===== config.mk =====
export PLATFORM = sky130hd
export DESIGN_NAME = nw_align_emitter_flat
export DESIGN_NICKNAME = d
export VERILOG_FILES = /design/src/rtl/nw_align_emitter_if.sv /design/src/rtl/nw_align_emitter.sv /design/src/flat_wrapper.sv
export SDC_FILE = /design/constraint.sdc
export NUM_CORES = 1
export LEC_CHECK = 0
export BUFFER_PORTS_ARGS = -buffer_cell sky130_fd_sc_hd__buf_4
export CORE_MARGIN = 2
export CORE_UTILIZATION = 45
export DETAILED_ROUTE_END_ITERATION = 8
export PLACE_DENSITY_LB_ADDON = 0.08
export SLEW_MARGIN = 10
export SYNTH_ARGS = -nofsm -noshare
export SYNTH_HDL_FRONTEND = slang
export SYNTH_SLANG_ARGS = --single-unit

===== constraint.sdc =====
create_clock -name clk -period 3.62 [get_ports clk]
set_input_delay 0 -clock clk [delete_from_list [all_inputs] [get_ports clk]]
set_output_delay 0 -clock clk [all_outputs]
set_load 0.05 [all_outputs]

===== src/rtl/nw_align_emitter_if.sv =====
// Handshake bundle between the traceback grid, the emitter and the column sink.
interface nw_align_emitter_if #(
    parameter int LENGTH      = 10,
    parameter int CWIDTH      = 2,
    parameter int SWIDTH      = 16,
    parameter int CORD_LENGTH = 8
);
    logic [LENGTH*CWIDTH-1:0] s1;
    logic [LENGTH*CWIDTH-1:0] s2;
    logic                     in_valid;
    logic                     in_ready;
    logic [CORD_LENGTH-1:0]   in_x;
    logic [CORD_LENGTH-1:0]   in_y;
    logic                     out_valid;
    logic                     out_ready;
    logic [CWIDTH-1:0]        out_c1;
    logic [CWIDTH-1:0]        out_c2;
    logic                     out_gap1;
    logic                     out_gap2;
    logic                     out_last;
    logic [SWIDTH-1:0]        score;
    logic                     err;

    modport master (
        output s1, s2, in_valid, in_x, in_y, out_ready,
        input  in_ready, out_valid, out_c1, out_c2,
        input  out_gap1, out_gap2, out_last, score, err
    );

    modport slave (
        input  s1, s2, in_valid, in_x, in_y, out_ready,
        output in_ready, out_valid, out_c1, out_c2,
        output out_gap1, out_gap2, out_last, score, err
    );
endinterface


===== src/rtl/nw_align_emitter.sv =====
// Checks the NW traceback stream, stacks one column per cell, emits forward.
// Define NW_EMIT_SCORE_EN to accumulate the alignment score on each push.
module nw_align_emitter #(
    parameter int LENGTH      = 10,
    parameter int CWIDTH      = 2,
    parameter int SWIDTH      = 16,
    parameter int CORD_LENGTH = 8,
    parameter int MATCH       = 1,
    parameter int MISMATCH    = -1,
    parameter int INDEL       = -1
) (
    input logic               clk,
    input logic               reset,
    nw_align_emitter_if.slave bus
);
    typedef enum logic [2:0] {
        S_IDLE, S_COLLECT, S_TERM, S_EMIT, S_ERROR
    } state_e;

    localparam int DEPTH = 2 * LENGTH - 1;
    localparam int PW    = $clog2(DEPTH + 1);
    localparam int EW    = 2 * CWIDTH + 2;
    localparam int SW    = LENGTH * CWIDTH;
    localparam logic [CORD_LENGTH-1:0] LASTC = CORD_LENGTH'(LENGTH - 1);
    localparam logic [CORD_LENGTH-1:0] LIM   = CORD_LENGTH'(LENGTH);
    localparam logic [CORD_LENGTH-1:0] ONEC  = CORD_LENGTH'(1);
    localparam logic [PW-1:0]          FULL  = PW'(DEPTH);
    localparam logic [PW-1:0]          ONEP  = PW'(1);

    state_e                 state_q, state_d;
    logic [SW-1:0]          s1_q, s1_d, s2_q, s2_d;
    logic [CORD_LENGTH-1:0] px_q, px_d, py_q, py_d;
    logic [PW-1:0]          sp_q, sp_d;
    logic [EW-1:0]          stk_q [DEPTH];
    logic                   ov_q, ov_d, ol_q, ol_d;
    logic                   g1_q, g1_d, g2_q, g2_d;
    logic                   err_q, err_d;
    logic [CWIDTH-1:0]      c1_q, c1_d, c2_q, c2_d;

    logic                   acc, is_start, is_org, in_rng;
    logic                   st_diag, st_top, st_left, legal;
    logic                   push, ovf, pop, fin, in_ready;
    logic [CORD_LENGTH-1:0] pxm, pym;
    logic [PW-1:0]          top_idx;
    logic [EW-1:0]          push_e, pop_e;

    function automatic logic [CWIDTH-1:0] chr(
        input logic [SW-1:0]          s,
        input logic [CORD_LENGTH-1:0] i
    );
        logic [CWIDTH-1:0] c;
        c = '0;
        for (int k = 0; k < LENGTH; k++)
            if (i == CORD_LENGTH'(k))
                c = s[(LENGTH-1-k)*CWIDTH +: CWIDTH];
        return c;
    endfunction

    assign acc      = bus.in_valid && in_ready;
    assign is_start = bus.in_x == LASTC && bus.in_y == LASTC;
    assign is_org   = bus.in_x == '0 && bus.in_y == '0;
    assign in_rng   = bus.in_x < LIM && bus.in_y < LIM;
    assign pxm      = px_q - ONEC;
    assign pym      = py_q - ONEC;

    // Zero guards stop the decrement wrapping into a fake legal step.
    assign st_diag = in_rng && px_q != '0 && py_q != '0 &&
                     bus.in_x == pxm && bus.in_y == pym;
    assign st_top  = in_rng && py_q != '0 &&
                     bus.in_x == px_q && bus.in_y == pym;
    assign st_left = in_rng && px_q != '0 &&
                     bus.in_x == pxm && bus.in_y == py_q;
    assign legal   = st_diag || st_top || st_left;

    always_comb begin
        push   = 1'b0;
        push_e = '0;
        if (state_q == S_COLLECT && acc && legal) begin
            push = 1'b1;
            unique case (1'b1)
                st_diag: push_e = {2'b00, chr(s1_q, py_q), chr(s2_q, px_q)};
                st_top:  push_e = {2'b01, chr(s1_q, py_q), {CWIDTH{1'b0}}};
                default: push_e = {2'b10, {CWIDTH{1'b0}}, chr(s2_q, px_q)};
            endcase
        end else if (state_q == S_TERM) begin
            push   = 1'b1;
            push_e = {2'b00, chr(s1_q, '0), chr(s2_q, '0)};
        end
    end

    assign ovf     = push && sp_q == FULL;
    assign top_idx = (sp_q != '0) ? sp_q - ONEP : '0;
    assign pop_e   = stk_q[top_idx];
    assign pop     = state_q == S_EMIT && sp_q != '0 &&
                     (!ov_q || (bus.out_ready && !ol_q));
    assign fin     = state_q == S_EMIT && ov_q && bus.out_ready && ol_q;

    always_ff @(posedge clk or posedge reset) begin
        if (reset) state_q <= S_IDLE;
        else       state_q <= state_d;
    end

    always_comb begin
        state_d = state_q;
        case (state_q)
            S_IDLE:
                if (acc) state_d = is_start ? S_COLLECT : S_ERROR;
            S_COLLECT:
                if (acc) begin
                    if (!legal || ovf) state_d = S_ERROR;
                    else if (is_org)   state_d = S_TERM;
                end
            S_TERM:  state_d = ovf ? S_ERROR : S_EMIT;
            S_EMIT:  if (fin) state_d = S_IDLE;
            S_ERROR: if (acc && is_org) state_d = S_IDLE;
            default: state_d = S_IDLE;
        endcase
    end

    always_comb begin
        in_ready = state_q == S_IDLE || state_q == S_COLLECT ||
                   state_q == S_ERROR;
    end

    always_comb begin
        s1_d  = s1_q;
        s2_d  = s2_q;
        px_d  = px_q;
        py_d  = py_q;
        sp_d  = sp_q;
        err_d = err_q;
        ov_d  = ov_q;
        ol_d  = ol_q;
        g1_d  = g1_q;
        g2_d  = g2_q;
        c1_d  = c1_q;
        c2_d  = c2_q;
        if (state_q == S_IDLE && acc) begin
            if (is_start) begin
                s1_d = bus.s1;
                s2_d = bus.s2;
                px_d = bus.in_x;
                py_d = bus.in_y;
                sp_d = '0;
            end else begin
                err_d = 1'b1;
            end
        end
        if (state_q == S_COLLECT && acc && legal && !ovf) begin
            px_d = bus.in_x;
            py_d = bus.in_y;
        end
        if ((state_q == S_COLLECT && acc && !legal) || ovf)
            err_d = 1'b1;
        if (push && !ovf)
            sp_d = sp_q + ONEP;
        if (state_q == S_ERROR && acc && is_org)
            sp_d = '0;
        // Bottom entry is the (LENGTH-1, LENGTH-1) column, i.e. the last one out.
        if (pop) begin
            sp_d = sp_q - ONEP;
            ov_d = 1'b1;
            ol_d = sp_q == ONEP;
            {g1_d, g2_d, c1_d, c2_d} = pop_e;
        end else if (fin) begin
            ov_d = 1'b0;
            ol_d = 1'b0;
        end
    end

    always_ff @(posedge clk or posedge reset) begin
        if (reset) begin
            s1_q  <= '0;
            s2_q  <= '0;
            px_q  <= '0;
            py_q  <= '0;
            sp_q  <= '0;
            err_q <= 1'b0;
            ov_q  <= 1'b0;
            ol_q  <= 1'b0;
            g1_q  <= 1'b0;
            g2_q  <= 1'b0;
            c1_q  <= '0;
            c2_q  <= '0;
        end else begin
            s1_q  <= s1_d;
            s2_q  <= s2_d;
            px_q  <= px_d;
            py_q  <= py_d;
            sp_q  <= sp_d;
            err_q <= err_d;
            ov_q  <= ov_d;
            ol_q  <= ol_d;
            g1_q  <= g1_d;
            g2_q  <= g2_d;
            c1_q  <= c1_d;
            c2_q  <= c2_d;
        end
    end

    always_ff @(posedge clk) begin
        if (push && !ovf) stk_q[sp_q] <= push_e;
    end

`ifdef NW_EMIT_SCORE_EN
    logic [SWIDTH-1:0] score_q, score_d, w;

    always_comb begin
        w = SWIDTH'(MISMATCH);
        if (push_e[EW-1] || push_e[EW-2])
            w = SWIDTH'(INDEL);
        else if (push_e[2*CWIDTH-1:CWIDTH] == push_e[CWIDTH-1:0])
            w = SWIDTH'(MATCH);
        score_d = score_q;
        if (state_q == S_IDLE && acc) score_d = '0;
        else if (push && !ovf)        score_d = score_q + w;
    end

    always_ff @(posedge clk or posedge reset) begin
        if (reset) score_q <= '0;
        else       score_q <= score_d;
    end

    assign bus.score = score_q;
`else
    logic unused_w;
    assign unused_w  = ^{SWIDTH, MATCH, MISMATCH, INDEL};
    assign bus.score = '0;
`endif

    assign bus.in_ready  = in_ready;
    assign bus.out_valid = ov_q;
    assign bus.out_last  = ol_q;
    assign bus.out_gap1  = g1_q;
    assign bus.out_gap2  = g2_q;
    assign bus.out_c1    = c1_q;
    assign bus.out_c2    = c2_q;
    assign bus.err       = err_q;
endmodule


===== src/flat_wrapper.sv =====
// flat-port wrapper written by rule: the top's interface ports become plain ports
module nw_align_emitter_flat 
#(
    parameter int LENGTH      = 10,
    parameter int CWIDTH      = 2,
    parameter int SWIDTH      = 16,
    parameter int CORD_LENGTH = 8,
    parameter int MATCH       = 1,
    parameter int MISMATCH    = -1,
    parameter int INDEL       = -1
)
  (clk, reset, bus_s1, bus_s2, bus_in_valid, bus_in_x, bus_in_y, bus_out_ready, bus_in_ready, bus_out_valid, bus_out_c1, bus_out_c2, bus_out_gap1, bus_out_gap2, bus_out_last, bus_score, bus_err);
  nw_align_emitter_if #(.LENGTH(LENGTH), .CWIDTH(CWIDTH), .SWIDTH(SWIDTH), .CORD_LENGTH(CORD_LENGTH)) bus_i ();
  input logic clk;
  input logic reset;
  input wire logic [$bits(bus_i.s1)-1:0] bus_s1;
  input wire logic [$bits(bus_i.s2)-1:0] bus_s2;
  input wire logic [$bits(bus_i.in_valid)-1:0] bus_in_valid;
  input wire logic [$bits(bus_i.in_x)-1:0] bus_in_x;
  input wire logic [$bits(bus_i.in_y)-1:0] bus_in_y;
  input wire logic [$bits(bus_i.out_ready)-1:0] bus_out_ready;
  output wire logic [$bits(bus_i.in_ready)-1:0] bus_in_ready;
  output wire logic [$bits(bus_i.out_valid)-1:0] bus_out_valid;
  output wire logic [$bits(bus_i.out_c1)-1:0] bus_out_c1;
  output wire logic [$bits(bus_i.out_c2)-1:0] bus_out_c2;
  output wire logic [$bits(bus_i.out_gap1)-1:0] bus_out_gap1;
  output wire logic [$bits(bus_i.out_gap2)-1:0] bus_out_gap2;
  output wire logic [$bits(bus_i.out_last)-1:0] bus_out_last;
  output wire logic [$bits(bus_i.score)-1:0] bus_score;
  output wire logic [$bits(bus_i.err)-1:0] bus_err;
  assign bus_i.s1 = bus_s1;
  assign bus_i.s2 = bus_s2;
  assign bus_i.in_valid = bus_in_valid;
  assign bus_i.in_x = bus_in_x;
  assign bus_i.in_y = bus_in_y;
  assign bus_i.out_ready = bus_out_ready;
  assign bus_in_ready = bus_i.in_ready;
  assign bus_out_valid = bus_i.out_valid;
  assign bus_out_c1 = bus_i.out_c1;
  assign bus_out_c2 = bus_i.out_c2;
  assign bus_out_gap1 = bus_i.out_gap1;
  assign bus_out_gap2 = bus_i.out_gap2;
  assign bus_out_last = bus_i.out_last;
  assign bus_score = bus_i.score;
  assign bus_err = bus_i.err;
  nw_align_emitter #(.LENGTH(LENGTH), .CWIDTH(CWIDTH), .SWIDTH(SWIDTH), .CORD_LENGTH(CORD_LENGTH), .MATCH(MATCH), .MISMATCH(MISMATCH), .INDEL(INDEL)) u_core (.clk(clk), .reset(reset), .bus(bus_i));
endmodule

==> summary.txt, run 1 <==
Outcome
  – Status: finished, final reports clean

Logic synthesis
  – Prevailing post-synth register cell: edfxtp_1
  – Most numerous cell in the Yosys netlist: nand2_1
  – EDFF count, synth: 114
  – Post-synthesis average cell area: 10.4 um2
  – Synth warn: 0
  – Synth cell types: 77
  – Cell area after synthesis: 0.00945 mm2
  – Post-synth top area cell: edfxtp_1
  – Async set or reset register ratio after synthesis: 39.0%
  – Post-Synthesis Cells: 906
  – Sequential area share after synthesis: 55.6%
  – Synth top cells by count: nand2_1, edfxtp_1, dfrtp_1
  – Flops & latches, synth: 187
  – Largest cells by area after synthesis: edfxtp_1, dfrtp_1, nand2_1
  – Area share of the largest cell type after synthesis: 36.2%

Routing
  – Drt via density: 5.55
  – DRT Wirelength: 25,000 um
  – Wirelength per Cell: 19.0 um
  – Via count: 7,330
  – Iteration-0 DRC Markers: 494
  – 1st-pass router iterations: 5
  – DRC: 0
  – DRT antenna net count: 0

GRT
  – Initial antenna violation count: 0
  – Vias in the first global route: 7,103
  – Largest net degree at the start of global routing: 45
  – All-Layer GR Usage: 23.3%
  – First-pass GRT wire length: 39,500 um
  – Grt total ovfl: 0

STA
  – Final min period: 3.28 ns
  – Slew Limit Fails: 0
  – Worst clock skew: 0.00892 ns
  – Setup Viol. Count Final: 0
  – Post-Route Setup TNS: 0 ns
  – Tcrit/Tclk final: 90.7%
  – Endpoints failing hold: 0
  – Max Clk Rate: 305 MHz
  – PnR worst setup slack: 0.336 ns
  – Slew @ Worst Pin: 1.17 ns
  – RSZ-0062 raised after global routing: false
  – Slew HR: 21.9%

Min path
  – Hold endpoint: u_core.py_q[0]$_DFFE_PP0P_
  – Hold depth: 4
  – Hold_sp: bus_in_y[0]
  – Min-Delay Path Class: input pin to flip-flop

Place
  – IO Port Bufs: 69
  – Setup WS pre-CTS: 0.308 ns
  – GP Congestion: 0.857
  – Hpwl dp: 17,200 um

CTS
  – Clock tree from TritonCTS: done
  – CTS Sinks: 187
  – Clock root buffer master: clkbuf_16
  – CTS max path bufs: 2
  – Post-CTS Resized: 0
  – Worst skew pair latency: 0.44 ns
  – Htree depth: 4
  – Total CTS buffers: 17
  – Post-CTS setup buffers: 0
  – Clock transition at the registers of the reported paths: 0.07 ns
  – CTS Hold Buffers Added: 49

Final layout
  – Multi-input logic area: 0.00378 mm2
  – Diode count: 0
  – Final Core Density: 55.1%
  – Nets: 1,106
  – Layout fillers: 1,844
  – Register area: 0.00525 mm2
  – Syn-to-layout area delta: 21.4%
  – Layout cells sized above 1: 16.5%

Power
  – Pwr per Cell Area: 378 mW/mm2
  – Pleak: 4.51 nW
  – Peak supply drop: 0.304 mV
  – Total Power: 0.00434 W

Critical path
  – Req. time, crit path: 3.70 ns
  – Critical path type: flip-flop to flip-flop
  – Critical-path cell list: inv_1, ha_1, nor3b_1, a21oi_1, nand4b_1, nor4_2, a31o_4, a31oi_1, nor2_1
  – Slowest Stage Delay on Critical Path: 0.51 ns
  – Internal reg-to-reg setup slack: 0.34 ns
  – WP data arrival: 3.36 ns
  – FF-to-FF Start: u_core.px_q[0]$_DFFE_PP0P_
  – Reg2reg path depth: 9
  – Startpoint types: flip-flop
  – CP Max Fanout: 8
  – Crit end category: flip-flop
  – Worst path slowest cell: nor2_1
  – R2R Path End: u_core.stk_q[3][2]$_DFFE_PP_

Floorplanning
  – Die height: 149 um
  – Die W: 149 um
  – I/O pin total: 86
  – Core area: 0.0208 mm2
  – Starting Density: 45.4%
  – Die ar.: 0.0222 mm2
  – # rows: 53

Job
  – Max cap viols: 0
[layout by cell type (no fill, tap or decap), types with 9 or more instances in the layout]
cell / netlist / layout
nand3_1: 22 / 22
nor2b_1: 11 / 10
dlygate4sd3_1: 0 / 49
buf_4: 16 / 110
a21oi_1: 35 / 35
o22ai_1: 27 / 27
clkbuf_16: 0 / 17
nand4_1: 12 / 12
edfxtp_1: 114 / 114
nand2_1: 195 / 195
xnor2_1: 9 / 9
inv_1: 28 / 27
xor2_1: 14 / 14
ha_1: 13 / 13
nor2_1: 38 / 37
conb_1: 1 / 16
nor3b_1: 13 / 13
a22oi_1: 10 / 10
a311oi_1: 11 / 11
o21ai_0: 24 / 24
nor3_1: 26 / 26
dfrtp_1: 73 / 73
mux2i_1: 9 / 9
a21o_1: 14 / 14
a31oi_1: 16 / 16
[per-layer routing]
metal	GRT usage, %	wire, um	vias to the layer above
li1	-	-	3525
met1	32.4	11600	3568
met2	38.1	11800	198
met3	3.30	1080	39
met4	7.14	549	0
met5	0	0	-
[how the worst max path moves through the flow]
| stage | start | endpoint | slack [ns] | cells past startpoint |
|---|---|---|---|---|
| floorplan | u_core.px_q[0]$_DFFE_PP0P_ | u_core.stk_q[8][0]$_DFFE_PP_ | 0.46 | 11 |
| CTS | u_core.px_q[0]$_DFFE_PP0P_ | u_core.stk_q[11][3]$_DFFE_PP_ | 0.30 | 9 |
| detailed placement | u_core.px_q[0]$_DFFE_PP0P_ | u_core.stk_q[11][5]$_DFFE_PP_ | 0.31 | 9 |
| global placement | u_core.px_q[0]$_DFFE_PP0P_ | u_core.stk_q[3][2]$_DFFE_PP_ | 0.37 | 9 |
| global route | u_core.px_q[0]$_DFFE_PP0P_ | u_core.stk_q[15][1]$_DFFE_PP_ | 0.03 | 9 |
| finish | u_core.px_q[0]$_DFFE_PP0P_ | u_core.stk_q[3][2]$_DFFE_PP_ | 0.34 | 9 |
[metrics by stage]
step           std cells  hold slack [ns]  instance area, um2
2_1_floorplan        921            0.105                9500
3_3_place_gp        1240            0.183               10400
3_5_place_dp        1240            0.193               10400
4_1_cts             1320           0.0127               11500
5_1_grt             1320           0.0429               11500
6_report            1320           0.0195               11500
[state kept, by name (all words and copies together), names as in the netlist]
register / cells
u_core.bus.out_gap2: 1
u_core.state_q: 3
u_core.bus.out_gap1: 1
u_core.s2_q: 20
u_core.stk_q: 114
u_core.bus.out_c2: 2
u_core.bus.out_valid: 1
u_core.px_q: 8
u_core.sp_q: 5
u_core.py_q: 8
u_core.bus.out_c1: 2
u_core.s1_q: 20
u_core.bus.out_last: 1
u_core.bus.err: 1
[layout make-up]
type	instances	share of cell area, %
Multi-Input combinational cell	636	33.0
Tap cell	275	3.00
Timing Repair Buffer	163	12.2
Clock buffer	18	3.74
Inverter	28	0.927
Clock inverter	13	1.39
Sequential cell	187	45.8
[logic make-up (layout without fill, tap and decap cells)]
group / count (synthesis) / count (layout) / share of synthesized area (%)
and+or+nand+nor: 368 / 368 / 18.8
AOI/OAI and AO/OA: 205 / 205 / 15.5
DFF: 187 / 187 / 55.6
buffers and inverters: 98 / 222 / 5.07
xor gates and xnor gates: 23 / 23 / 2.13
adders and majority gates: 13 / 13 / 1.72
muxes: 11 / 11 / 1.19
other: 1 / 16 / 0.0397
[report_power, final]
part / internal (W) / leakage, nW / total (W) / switching [W]
clock: 0.00104 / 0.281 / 0.00190 / 0.000858
sequential: 0.00224 / 1.76 / 0.00224 / 0.000000354
combinational: 0.0000919 / 2.47 / 0.000196 / 0.000104
total: 0.00337 / 4.51 / 0.00434 / 0.000962
[critical path: cells and delay by family (launching register included)]
family / cells / cell delay (ns)
flops: 1 / 0.47
fa+ha+maj: 1 / 0.17
compound gates: 3 / 0.59
buf+inv: 1 / 0.14
simple gates: 4 / 1.54
No activity file was read; power rests on OpenSTA's default activity.
==> inputs of run 2 (changes only) <==
- clock period: 3.62 -> 4.3 ns (I/O delays scaled with it)
==> run 2 against run 1 <==
Net effect: worst hold slack worse by 0.0044 ns; sequential power is 16% lower; first-iteration DRC count up 12%; critical path depth stayed put; sequential share of layout area is 0.81 points higher; highest routed layer unchanged; count of clock-buffer cells in the layout decreased by 1; register-to-register slack better by 0.33 ns; critical endpoint is now u_core.stk_q[2][3]$_DFFE_PP_; utilization shrank 0.96 points; largest cell class unchanged.
==> summary.txt, run 2 (synthesis gave the netlist of run 1 again) <==
Critical path
  – WP data arrival: 3.69 ns
  – R2R Path End: u_core.stk_q[2][3]$_DFFE_PP_
  – Crit end category: flip-flop
  – Worst path slowest cell: nor3_1
  – FF-to-FF Start: u_core.px_q[0]$_DFFE_PP0P_
  – CP Max Fanout: 16
  – Critical Path End: u_core.stk_q[2][3]$_DFFE_PP_
  – Req. time, crit path: 4.36 ns
  – Critical path type: flip-flop to flip-flop
  – Startpoint types: flip-flop
  – Internal reg-to-reg setup slack: 0.67 ns
  – Slowest Stage Delay on Critical Path: 0.72 ns
  – Reg2reg path depth: 9
  – Critical-path cell list: inv_1, ha_1, nor3b_1, a21oi_1, nand4b_1, nor4_2, a31o_4, a31oi_4, nor3_1
  – Worst Setup SP: u_core.px_q[0]$_DFFE_PP0P_

GRT
  – Largest net degree at the start of global routing: 51
  – Grt total ovfl: 0
  – All-Layer GR Usage: 23.1%
  – Initial antenna violation count: 0
  – Vias in the first global route: 7,077
  – First-pass GRT wire length: 39,400 um

Floorplanning
  – I/O pin total: 86
  – # rows: 53
  – Die ar.: 0.0222 mm2
  – Die W: 149 um
  – Starting Density: 45.4%
  – Die height: 149 um
  – Core area: 0.0208 mm2

STA
  – Post-Route Setup TNS: 0 ns
  – Slew Limit Fails: 0
  – PnR worst setup slack: 0.671 ns
  – Worst clock skew: 0.0158 ns
  – Slew @ Worst Pin: 0.873 ns
  – Setup Viol. Count Final: 0
  – Final min period: 3.63 ns
  – Slew HR: 41.3%
  – RSZ-0062 raised after global routing: false
  – Max Clk Rate: 276 MHz
  – Tcrit/Tclk final: 84.4%
  – Endpoints failing hold: 0

Final layout
  – Largest register by flop count: u_core.stk_q
  – Most frequent cells in the layout: nand2_1, edfxtp_1, buf_4
  – Final Core Density: 54.1%
  – Commonest non-fill, non-tap cell in the layout: nand2_1
  – Syn-to-layout area delta: 19.3%
  – Diode count: 0
  – Layout cells sized above 1: 15.1%
  – Max reg flops: 114
  – Biggest regs: u_core.stk_q: 114 flops, u_core.s1_q: 20 flops, u_core.s2_q: 20 flops
  – Nets: 1,088

CTS
  – CTS Sinks: 187
  – Worst skew pair latency: 0.44 ns
  – Htree depth: 4
  – Clock transition at the registers of the reported paths: 0.07 ns
  – Post-CTS Resized: 0
  – Clock tree from TritonCTS: done
  – Clock root buffer master: clkbuf_16
  – CTS max path bufs: 2
  – Total CTS buffers: 17

Power
  – Total Power: 0.00361 W
  – Pwr per Cell Area: 320 mW/mm2
  – Peak supply drop: 0.264 mV
  – Pleak: 4.41 nW

Routing
  – DRT antenna net count: 0
  – 1st-pass router iterations: 6
  – Drt via density: 5.55
  – DRT Wirelength: 24,500 um
  – Wirelength per Cell: 18.8 um
  – Via count: 7,235
  – Iteration-0 DRC Markers: 554
  – DRC: 0

Min path
  – Min-Delay Path Class: input pin to flip-flop

Outcome
  – Status: finished, final reports clean

Place
  – Hpwl dp: 16,600 um
  – Setup WS pre-CTS: 0.680 ns
  – GP Congestion: 0.903
  – IO Port Bufs: 69

Job
  – Max cap viols: 0
-- run 2: what timing repair did --
action | CTS | global route
hold endpoints to repair | 90 | 0
hold buffers | 49 | 0
setup buffers | 0 | 0
-- run 2: per-layer routing --
metal	track usage (%)	wire [um]	up-vias
li1	-	-	3510
met1	32.2	11600	3514
met2	38.5	11700	179
met3	2.91	848	32
met4	5.90	323	0
met5	0	0	-
-- run 2: layout make-up --
type	count	area, um2
Clock buffer	17	425
Clock inverter	15	148
Fill cell	1907	9550
Inverter	28	106
Multi-Input combinational cell	636	3780
Sequential cell	187	5250
Tap cell	275	344
Timing Repair Buffer	145	1210
-- run 2: critical path: cells and delay by family, from the launching register on --
family                     cells  cell delay (ns)
adders and majority gates      1             0.34
DFF                            1             0.48
and+or+nand+nor                4             1.74
AOI/OAI and AO/OA              3             0.53
buffers and inverters          1             0.15
-- run 2: worst min path at each step --
stage               slack (ns)  cells past startpoint         from                            end
floorplan                 0.11                      2    bus_s1[0]     u_core.s1_q[0]$_DFFE_PP0P_
global placement          0.15                      2        reset    u_core.s1_q[14]$_DFFE_PP0P_
detailed placement        0.15                      2        reset    u_core.s1_q[14]$_DFFE_PP0P_
CTS                      0.003                      4  bus_in_y[0]     u_core.py_q[0]$_DFFE_PP0P_
global route              0.05                      4  bus_in_x[7]  u_core.state_q[0]$_DFFE_PP0P_
finish                    0.02                      4  bus_in_y[0]     u_core.py_q[0]$_DFFE_PP0P_
-- run 2: through the flow --
stage	instance area (um2)	cells	hold slack, ns
after floorplan	9500	921	0.105
after global placement	10200	1222	0.154
after detailed placement	10200	1222	0.151
after CTS	11300	1303	0.00274
after global routing	11300	1303	0.0516
final	11300	1303	0.0151
-- run 2: where the power goes --
group	switching [W]	internal [W]	total, W
registers	0.000000318	0.00189	0.00189
logic	0.0000879	0.0000772	0.000165
clock network	0.000732	0.000819	0.00155
==> inputs of run 3 (changes only) <==
- clock period: 4.3 -> 3.4 ns (I/O delays scaled with it)
==> run 3 against run 2 <==
Net effect: register-to-register slack worse by 0.59 ns; count of clock-buffer cells in the layout unchanged; critical path depth is 1 higher; fmax up 9.4%; die area did not move; design area up 2.5%; non-clock buffer count increased by 31; worst hold slack improved by 0.019 ns; via count increased by 1.9%; routed wire length rose by 1.9%; largest cell class unchanged.
==> summary.txt, run 3 (synthesis gave the netlist of run 1 again) <==
STA
  – Slew @ Worst Pin: 0.972 ns
  – Worst clock skew: 0.0160 ns
  – Endpoints failing hold: 0
  – RSZ-0062 raised after global routing: true
  – PnR worst setup slack: 0.0820 ns
  – Slew HR: 35.2%
  – Fin Hold WS: 0.0342 ns
  – Max Clk Rate: 301 MHz
  – Tcrit/Tclk final: 97.6%
  – Final min period: 3.32 ns
  – Setup Viol. Count Final: 0
  – Slew Limit Fails: 0

Place
  – Hpwl dp: 17,600 um
  – GP Congestion: 0.864
  – IO Port Bufs: 69
  – Setup WS pre-CTS: 0.110 ns
  – Cell Area, Placed: 0.0105 mm2
  – Placed Cells: 1,252

Floorplanning
  – Die W: 149 um
  – Die height: 149 um
  – I/O pin total: 86
  – # rows: 53
  – Core area: 0.0208 mm2
  – Die ar.: 0.0222 mm2
  – Starting Density: 45.4%

Final layout
  – Max reg flops: 114
  – Biggest regs: u_core.stk_q: 114 flops, u_core.s1_q: 20 flops, u_core.s2_q: 20 flops
  – Diode count: 0
  – Most frequent cells in the layout: nand2_1, buf_4, edfxtp_1
  – Layout fillers: 1,831
  – Nets: 1,119
  – Design area: 0.0115 mm2
  – Finished Layout Cells: 1,333
  – Largest register by flop count: u_core.stk_q
  – Layout cells sized above 1: 18.0%
  – Commonest non-fill, non-tap cell in the layout: nand2_1
  – Syn-to-layout area delta: 22.2%

Routing
  – DRT Wirelength: 25,000 um
  – Iteration-0 DRC Markers: 595
  – DRT antenna net count: 0
  – Drt via density: 5.53
  – DRC: 0
  – Via count: 7,372
  – Wirelength per Cell: 18.7 um
  – 1st-pass router iterations: 5

CTS
  – Htree depth: 4
  – CTS max path bufs: 2
  – Clock root buffer master: clkbuf_16
  – CTS Sinks: 187
  – Clock transition at the registers of the reported paths: 0.07 ns
  – Post-CTS setup buffers: 0
  – Total CTS buffers: 17
  – Worst skew pair latency: 0.44 ns
  – Clock tree from TritonCTS: done

GRT
  – Met1 usage: 32.1%
  – M2 GR Usage: 38.8%
  – Grt total ovfl: 0
  – Largest net degree at the start of global routing: 45
  – Initial antenna violation count: 0
  – All-Layer GR Usage: 23.3%
  – Vias in the first global route: 7,078
  – Met3 GRT Util: 3.49%
  – Busiest grt layer: met2
  – First-pass GRT wire length: 39,400 um

Min path
  – Min-Delay Path Class: input pin to flip-flop

Critical path
  – Crit end category: flip-flop
  – Startpoint types: flip-flop
  – WP data arrival: 3.37 ns
  – CP Max Fanout: 12
  – Req. time, crit path: 3.46 ns
  – Critical path type: flip-flop to flip-flop

Power
  – Total Power: 0.00449 W
  – Peak supply drop: 0.319 mV
  – Pleak: 4.56 nW
  – Pwr per Cell Area: 389 mW/mm2

Outcome
  – Status: finished, final reports clean

Job
  – Max cap viols: 0
run 3: cell types whose count changed in the layout (fill, tap and decap cells not counted), sizes merged:
cell and delta:
clkinvlp +2, inv -1, bufinv -1, buf +30, clkinv -1, dlygate4sd3 +1
run 3: layer usage:
metal,wire (um),vias to the layer above
met4,304,0
met5,0,-
li1,-,3558
met1,11500,3551
met3,1140,20
met2,12100,243
run 3: layout make-up:
class	count	area [um2]	area share (%)
well taps	275	344	2.98
clock buffers	17	425	3.68
multi-input cells	636	3810	33.0
inverters	28	106	0.921
flip-flops and latches	187	5250	45.5
repair buffers	176	1480	12.8
clock inverters	14	129	1.12
run 3: timing repair:
item                       CTS  global route
hold buffers                50             0
gates resized for setup      0             6
hold endpoints to repair    91             0
setup endpoints to repair    0            91
run 3: critical path, stage by stage (launching register included):
cell      delay (ns)
dfrtp_1         0.44
inv_1           0.12
ha_1            0.17
nor3b_1         0.36
a21oi_1         0.10
nand4b_1        0.27
nor4_2          0.41
a31o_4          0.16
a31oi_4         0.10
buf_12          0.17
nor3_1          0.64
run 3: report_power, final:
part	leakage, nW	switching, W	internal [W]
registers	1.76	0.000000355	0.00239
clock network	0.269	0.000922	0.000964
logic	2.53	0.000112	0.000101
run 3: path summary, 6_finish.rpt:
kind                                                 start                       endpoint  slack, ns  depth (start not counted)
worst min register to register  u_core.s1_q[6]$_DFFE_PP0P_     u_core.s1_q[6]$_DFFE_PP0P_       0.48                          2
worst min-delay path                           bus_in_x[7]  u_core.state_q[0]$_DFFE_PP0P_       0.03                          4
worst max-delay path            u_core.px_q[1]$_DFFE_PP0P_  u_core.stk_q[14][0]$_DFFE_PP_       0.08                         10
min in group asynchronous                            reset    u_core.s1_q[10]$_DFFE_PP0P_       0.24                          3
max in group asynchronous                            reset     u_core.sp_q[2]$_DFFE_PP0P_       2.20                          4
worst max register to register  u_core.px_q[1]$_DFFE_PP0P_  u_core.stk_q[14][0]$_DFFE_PP_       0.08                         10
run 3: stage by stage:
| stage | setup TNS [ns] | utilization, % |
|---|---|---|
| after floorplan | 0 | - |
| after global placement | 0 | 50.3 |
| after detailed placement | 0 | 50.3 |
| after CTS | 0 | 55.3 |
| after global routing | -8.69 | 55.5 |
| final | 0 | 55.5 |
